==> config.mk <==
export PLATFORM = sky130hd
export DESIGN_NAME = quadra_rr_sched
export DESIGN_NICKNAME = d
export VERILOG_FILES = /design/src/rtl/quadra_rr_sched.sv
export SDC_FILE = /design/constraint.sdc
export NUM_CORES = 1
export LEC_CHECK = 0
export ABC_AREA = 1
export CAP_MARGIN = 40
export CORE_UTILIZATION = 44
export CTS_CLUSTER_SIZE = 28
export DETAILED_ROUTE_END_ITERATION = 6
export PLACE_DENSITY = 0.87
export RECOVER_POWER = 25
export SYNTH_ARGS = -nofsm -noshare
export SYNTH_HDL_FRONTEND = slang
export SYNTH_SLANG_ARGS = --single-unit
==> constraint.sdc <==
create_clock -name clk -period 6.25 [get_ports clk]
set_input_delay 1.25 -clock clk [delete_from_list [all_inputs] [get_ports clk]]
set_output_delay 1.25 -clock clk [all_outputs]
set_load 0.03 [all_outputs]
==> src/rtl/quadra_rr_sched.sv <==
// Round-robin front end sharing one quadra_top pipeline among NREQ requesters.
// Define QUADRA_RR_SCHED_STATS_EN to add per-requester saturating grant counters.
module quadra_rr_sched #(
   parameter int NREQ = 4,
   parameter int X_W  = 24,
   parameter int Y_W  = 24,
   parameter int LAT  = 3
) (
   input  logic                clk,
   input  logic                rst_b,
   input  logic                en,
   input  logic [NREQ*X_W-1:0] req_x,
   input  logic [NREQ-1:0]     req_vld,
   output logic [NREQ-1:0]     req_rdy,
   output logic [X_W-1:0]      qx,
   output logic                qx_dv,
   input  logic [Y_W-1:0]      qy,
   input  logic                qy_dv,
   output logic [Y_W-1:0]      rsp_y,
   output logic [NREQ-1:0]     rsp_vld,
   output logic                idle,
   output logic                err
`ifdef QUADRA_RR_SCHED_STATS_EN
   ,
   input  logic                cnt_clr,
   output logic [NREQ*16-1:0]  gnt_cnt
`endif
);
   localparam int IDW = (NREQ > 1) ? $clog2(NREQ) : 1;

   logic [IDW-1:0]  ptr_r;
   logic [IDW-1:0]  gnt_id_s;
   logic            gnt_found_s;
   logic            xfer_s;
   logic [X_W-1:0]  qx_r;
   logic            qx_dv_r;
   logic [IDW-1:0]  qx_id_r;
   logic [LAT-1:0]  tag_vld_r;
   logic [IDW-1:0]  tag_id_r [LAT];
   logic [Y_W-1:0]  rsp_y_r;
   logic [NREQ-1:0] rsp_vld_r;
   logic            err_r;
   logic            last_vld_s;
   logic [IDW-1:0]  last_id_s;

   // Cyclic search from ptr: the first pending requester at or after ptr wins.
   always_comb begin : arb_p
      int          idx;
      logic [IDW-1:0] cand;
      gnt_found_s = 1'b0;
      gnt_id_s    = '0;
      idx         = 0;
      cand        = '0;
      for (int k = 0; k < NREQ; k++) begin
         idx = int'(ptr_r) + k;
         if (idx >= NREQ) begin
            idx = idx - NREQ;
         end else begin
            idx = idx;
         end
         cand = IDW'(idx);
         if (!gnt_found_s && req_vld[cand]) begin
            gnt_found_s = 1'b1;
            gnt_id_s    = cand;
         end else begin
            gnt_found_s = gnt_found_s;
         end
      end
   end

   assign xfer_s  = en & gnt_found_s;
   assign req_rdy = xfer_s ? ({{(NREQ-1){1'b0}}, 1'b1} << gnt_id_s) : '0;

   always_ff @(posedge clk or negedge rst_b) begin
      if (!rst_b) begin
         ptr_r   <= '0;
         qx_r    <= '0;
         qx_dv_r <= 1'b0;
         qx_id_r <= '0;
      end else if (xfer_s) begin
         if (gnt_id_s == IDW'(NREQ-1)) begin
            ptr_r <= '0;
         end else begin
            ptr_r <= gnt_id_s + 1'b1;
         end
         qx_r    <= req_x[gnt_id_s*X_W +: X_W];
         qx_dv_r <= 1'b1;
         qx_id_r <= gnt_id_s;
      end else begin
         ptr_r   <= ptr_r;
         qx_r    <= qx_r;
         qx_dv_r <= 1'b0;
         qx_id_r <= qx_id_r;
      end
   end

   // Tag shift register tracks the datapath; it never stalls, so stage LAT-1 lines up with qy_dv.
   always_ff @(posedge clk or negedge rst_b) begin
      if (!rst_b) begin
         tag_vld_r <= '0;
         for (int i = 0; i < LAT; i++) begin
            tag_id_r[i] <= '0;
         end
      end else begin
         tag_vld_r[0] <= qx_dv_r;
         tag_id_r[0]  <= qx_id_r;
         for (int i = 1; i < LAT; i++) begin
            tag_vld_r[i] <= tag_vld_r[i-1];
            tag_id_r[i]  <= tag_id_r[i-1];
         end
      end
   end

   assign last_vld_s = tag_vld_r[LAT-1];
   assign last_id_s  = tag_id_r[LAT-1];

   always_ff @(posedge clk or negedge rst_b) begin
      if (!rst_b) begin
         rsp_y_r   <= '0;
         rsp_vld_r <= '0;
         err_r     <= 1'b0;
      end else begin
         if (qy_dv && last_vld_s) begin
            rsp_y_r   <= qy;
            rsp_vld_r <= {{(NREQ-1){1'b0}}, 1'b1} << last_id_s;
         end else begin
            rsp_y_r   <= rsp_y_r;
            rsp_vld_r <= '0;
         end
         if (qy_dv != last_vld_s) begin
            err_r <= 1'b1;
         end else begin
            err_r <= err_r;
         end
      end
   end

   assign qx      = qx_r;
   assign qx_dv   = qx_dv_r;
   assign rsp_y   = rsp_y_r;
   assign rsp_vld = rsp_vld_r;
   assign err     = err_r;
   assign idle    = ~(qx_dv_r | (|tag_vld_r) | (|rsp_vld_r));

`ifdef QUADRA_RR_SCHED_STATS_EN
   logic [15:0] cnt_r [NREQ];

   // Clear beats increment; counters stick at 16'hFFFF.
   always_ff @(posedge clk or negedge rst_b) begin
      if (!rst_b) begin
         for (int i = 0; i < NREQ; i++) begin
            cnt_r[i] <= 16'h0000;
         end
      end else begin
         for (int i = 0; i < NREQ; i++) begin
            if (cnt_clr) begin
               cnt_r[i] <= 16'h0000;
            end else if (xfer_s && (gnt_id_s == IDW'(i)) && (cnt_r[i] != 16'hFFFF)) begin
               cnt_r[i] <= cnt_r[i] + 16'h0001;
            end else begin
               cnt_r[i] <= cnt_r[i];
            end
         end
      end
   end

   always_comb begin
      gnt_cnt = '0;
      for (int i = 0; i < NREQ; i++) begin
         gnt_cnt[i*16 +: 16] = cnt_r[i];
      end
   end
`endif
endmodule
==> flow_metrics.env <==
export IMPL_critPathKind="input pin to output port"
export IMPL_critPathTopFamily="simple AND/OR/NAND/NOR gates"
export IMPL_power_switching_mw=1.523
export IMPL_maxCapViolations=1
export IMPL_cts_htree_levels=3
export IMPL_synthCells=535
export IMPL_post_place_ws_ns=0.8348
export IMPL_drc=0
export IMPL_grt_pass1_wl_um=16340
export IMPL_synthDistinctLibCells=25
export IMPL_violations="capacitance limit, slew limit"
export IMPL_rsz0062_at_grt="false"
export IMPL_yosysSeqAreaShare_pct=44.74
export IMPL_netlist_area_mm2=0.003747
export IMPL_area_growth_syn_to_layout_pct=55.13
export IMPL_finalCritPeriodShare_pct=86.86
export IMPL_synth_top_area_cell="dfrtp_1"
export IMPL_reg2reg_depth=11
export IMPL_post_drt_wl_per_cell_um=13.09
export IMPL_powerDensity_mw_per_mm2=533.2
export IMPL_clock_skew_ns=0.005776
export IMPL_die_area_mm2=0.008890
export IMPL_vias_per_cell=4.895
export IMPL_die_x_um=94.29
export IMPL_dp_cells=801
export IMPL_crit_buf_inv=4
export IMPL_ant_nets=0
export IMPL_num_rows=33
export IMPL_worst_pin_slew_ns=3.407
export IMPL_synth_edff_count=0
export IMPL_ys_ff_latch=67
export IMPL_worstPathCellList="clkdlybuf4s50_1 > inv_1 > nand2_1 > nand3_1 > nand2_1 > nor2_4 > nand3_4 > nand2_2 > nor2_4 > inv_2 > nor2_1 > clkdlybuf4s50_1"
export IMPL_r2r_slack_ns=3.27
export IMPL_slew_limit_headroom_pct=-127.1
export IMPL_postCtsSetupBuffers=0
export IMPL_ys_async_sr_fraction_pct=100.0
export IMPL_combinationalPowerShare_pct=63.3
export IMPL_power_share_clock_pct=13.0
export IMPL_cts_sinks=67
export IMPL_post_route_min_period_ns=5.429
export IMPL_syn_nets=664
export IMPL_fin_ws_ns=0.8215
export IMPL_ys_top_cells_by_count="218 x nand2_1, 84 x inv_1, 81 x nand3_1"
export IMPL_switching_share_pct=49.13
export IMPL_ctsResizeCount=0
export IMPL_antenna_found_initial=0
export IMPL_critPathRequiredTime_ns=5.00
export IMPL_holdCritStartpoint="tag_id_r[3]"
export IMPL_wl_um=10690
export IMPL_p_seq_share_pct=23.8
export IMPL_die_y_um=94.29
export IMPL_startpoint_type="input pin"
export IMPL_yosysMostFrequentCell="nand2_1"
export IMPL_yosysTopAreaCellShare_pct=44.74
export IMPL_slowest_delay_ns=0.72
export IMPL_path_clk_slew_ns=0.07
export IMPL_grt_pass1_vias=3649
export IMPL_ios=187
export IMPL_rr_startpoint="ptr_r[0]"
export IMPL_drtIter0Drc=169
export IMPL_cts_buffer_depth=2
export IMPL_timing_rr_end="qx[13]"
export IMPL_p_leak_nw=2.994
export IMPL_worstPathArrival_ns=4.18
export IMPL_hold_depth=0
export IMPL_critPathCaptureType="output port"
export IMPL_clk_latency_ns=0.34
export IMPL_hold_end="last_id_s[1]"
export IMPL_yosysWarnings=0
export IMPL_setup_viol=0
export IMPL_track_usage_pct=23.71
export IMPL_hold_path_class="flop to flop"
export IMPL_max_freq_mhz=184.2
export IMPL_cp_slowest_cell="clkdlybuf4s50_1"
export IMPL_hold_buffers=0
export IMPL_fin_cells=817
export IMPL_hpwl_um=8020
export IMPL_nNetsFinal=836
export IMPL_grt_max_degree=68
export IMPL_core_mm2=0.008217
export IMPL_port_buffers=186
export IMPL_via_count=3999
export IMPL_status="finished, violations left"
export IMPL_antennaDiodeCount=0
export IMPL_maxSlewViolCount=68
export IMPL_fin_tns_setup_ns=0
export IMPL_synth_area_leaders="dfrtp_1 45%, nand2_1 22%, nand3_1 11%, inv_1 8.4%, o211ai_1 2.6%"
export IMPL_ctsRootBufferMaster="clkbuf_8"
export IMPL_ir_worst_vdd_mv=0.3469
export IMPL_syn_area_per_cell_um2=7.004
export IMPL_cts_tree="built"
export IMPL_overflow=0
export IMPL_hold_viol=0
export IMPL_firstDrtPassIters=4
export IMPL_yosys_most_used_dff="dfrtp_1"
export IMPL_drive_above_1_share_pct=5.899
export IMPL_worst_path_max_fanout=29
export IMPL_gp_congestion=0.7725
export IMPL_start_util_pct=45.61
export IMPL_placed_area_mm2=0.005590
export IMPL_design_area_mm2=0.005813
export IMPL_cts_buffers=9
export IMPL_p_int_mw=1.577
[flip-flops by register name, summed over array words and instances (netlist names)]
register   count
qx            24
rsp_y         24
rsp_vld        4
tag_id_r       4
tag_vld_r      3
last_id_s      2
ptr_r          2
qx_id_r        2
err            1
qx_dv          1
[how the worst max path moves through the flow]
stage               slack, ns  cells after the start    endpoint  startpoint
floorplan                2.30                     12  req_rdy[3]  req_vld[1]
detailed placement       0.83                     12  req_rdy[3]  req_vld[3]
finish                   0.82                     12  req_rdy[3]  req_vld[1]
global placement         0.96                     12  req_rdy[3]  req_vld[3]
CTS                      0.82                     12  req_rdy[3]  req_vld[3]
global route             0.57                     12  req_rdy[3]  req_vld[1]
[metrics by stage]
step / hold WS (ns) / total power, mW / utilization [%]
2_1_floorplan: 0.3312 / 2.143 / -
3_3_place_gp: 0.3327 / 2.613 / 68.04
3_5_place_dp: 0.3355 / 2.690 / 68.04
4_1_cts: 0.3497 / 3.102 / 70.79
5_1_grt: 0.3563 / 3.325 / 70.75
6_report: 0.3459 / 3.100 / 70.75
[cells by family (layout without fill, tap and decap cells)]
family                     after synthesis  in the layout  share of synthesized area (%)
DFF                                     67             67                          44.74
and+or+nand+nor                        334            334                          38.60
AOI/OAI and AO/OA                       15             15                          2.938
adders and majority gates                1              1                         0.3338
buffers and inverters                  118            295                          13.39
[cell usage in the layout, fill, tap and decap left out]
cell type | netlist | final
clkinvlp_4 | 0 | 2
inv_1 | 84 | 84
nor2_2 | 1 | 1
and2_1 | 1 | 1
ha_1 | 1 | 1
nor4_1 | 2 | 2
clkinv_2 | 0 | 1
nand3_1 | 81 | 81
nand2_1 | 218 | 218
o21ai_0 | 1 | 1
or2_2 | 10 | 10
nand3_2 | 2 | 2
nand3_4 | 1 | 1
buf_4 | 9 | 1
bufinv_16 | 0 | 2
dfrtp_1 | 67 | 67
o211ai_1 | 13 | 13
nand2_2 | 1 | 1
clkbuf_1 | 6 | 1
nor3_1 | 4 | 4
a21boi_1 | 1 | 1
clkinv_4 | 0 | 1
inv_2 | 7 | 7
nor2_4 | 2 | 2
buf_2 | 8 | 1
clkdlybuf4s50_1 | 0 | 185
nor2_1 | 8 | 8
clkbuf_8 | 0 | 10
or2_1 | 3 | 3
[per-layer routing]
metal | up-vias | track usage (%) | part of all wire, %
li1 | 1963 | - | -
met1 | 1856 | 26.70 | 39
met2 | 158 | 41.91 | 51
met3 | 22 | 7.767 | 7.5
met4 | 0 | 7.692 | 2.3
met5 | - | 0 | 0
[worst register-to-register path: stages (launching register included)]
cell	delay, ns
dfrtp_1	0.56
inv_2	0.17
nand2_1	0.13
nand3_1	0.12
nand2_1	0.16
nor2_4	0.07
nand3_4	0.21
nand3_2	0.48
buf_4	0.44
or2_2	0.33
nand3_1	0.09
nand3_1	0.09
[power by group through the flow]
stage,Clock (mW),Combinational [mW],Sequential [mW]
after global placement,0,1.88,0.732
after detailed placement,0,1.95,0.738
after floorplan,0,1.14,1.00
final,0.401,1.96,0.737
after global routing,0.433,2.14,0.757
after CTS,0.407,1.96,0.735
[area by class of cell]
type	count	area, um2
Clock buffer	10	137.6
Tap cell	105	131.4
Sequential cell	67	1677
Timing Repair Buffer	188	1868
Fill cell	648	2404
Multi-Input combinational cell	350	1569
Inverter	91	341.6
Clock inverter	6	88.84
No activity file was read; power rests on OpenSTA's default activity.
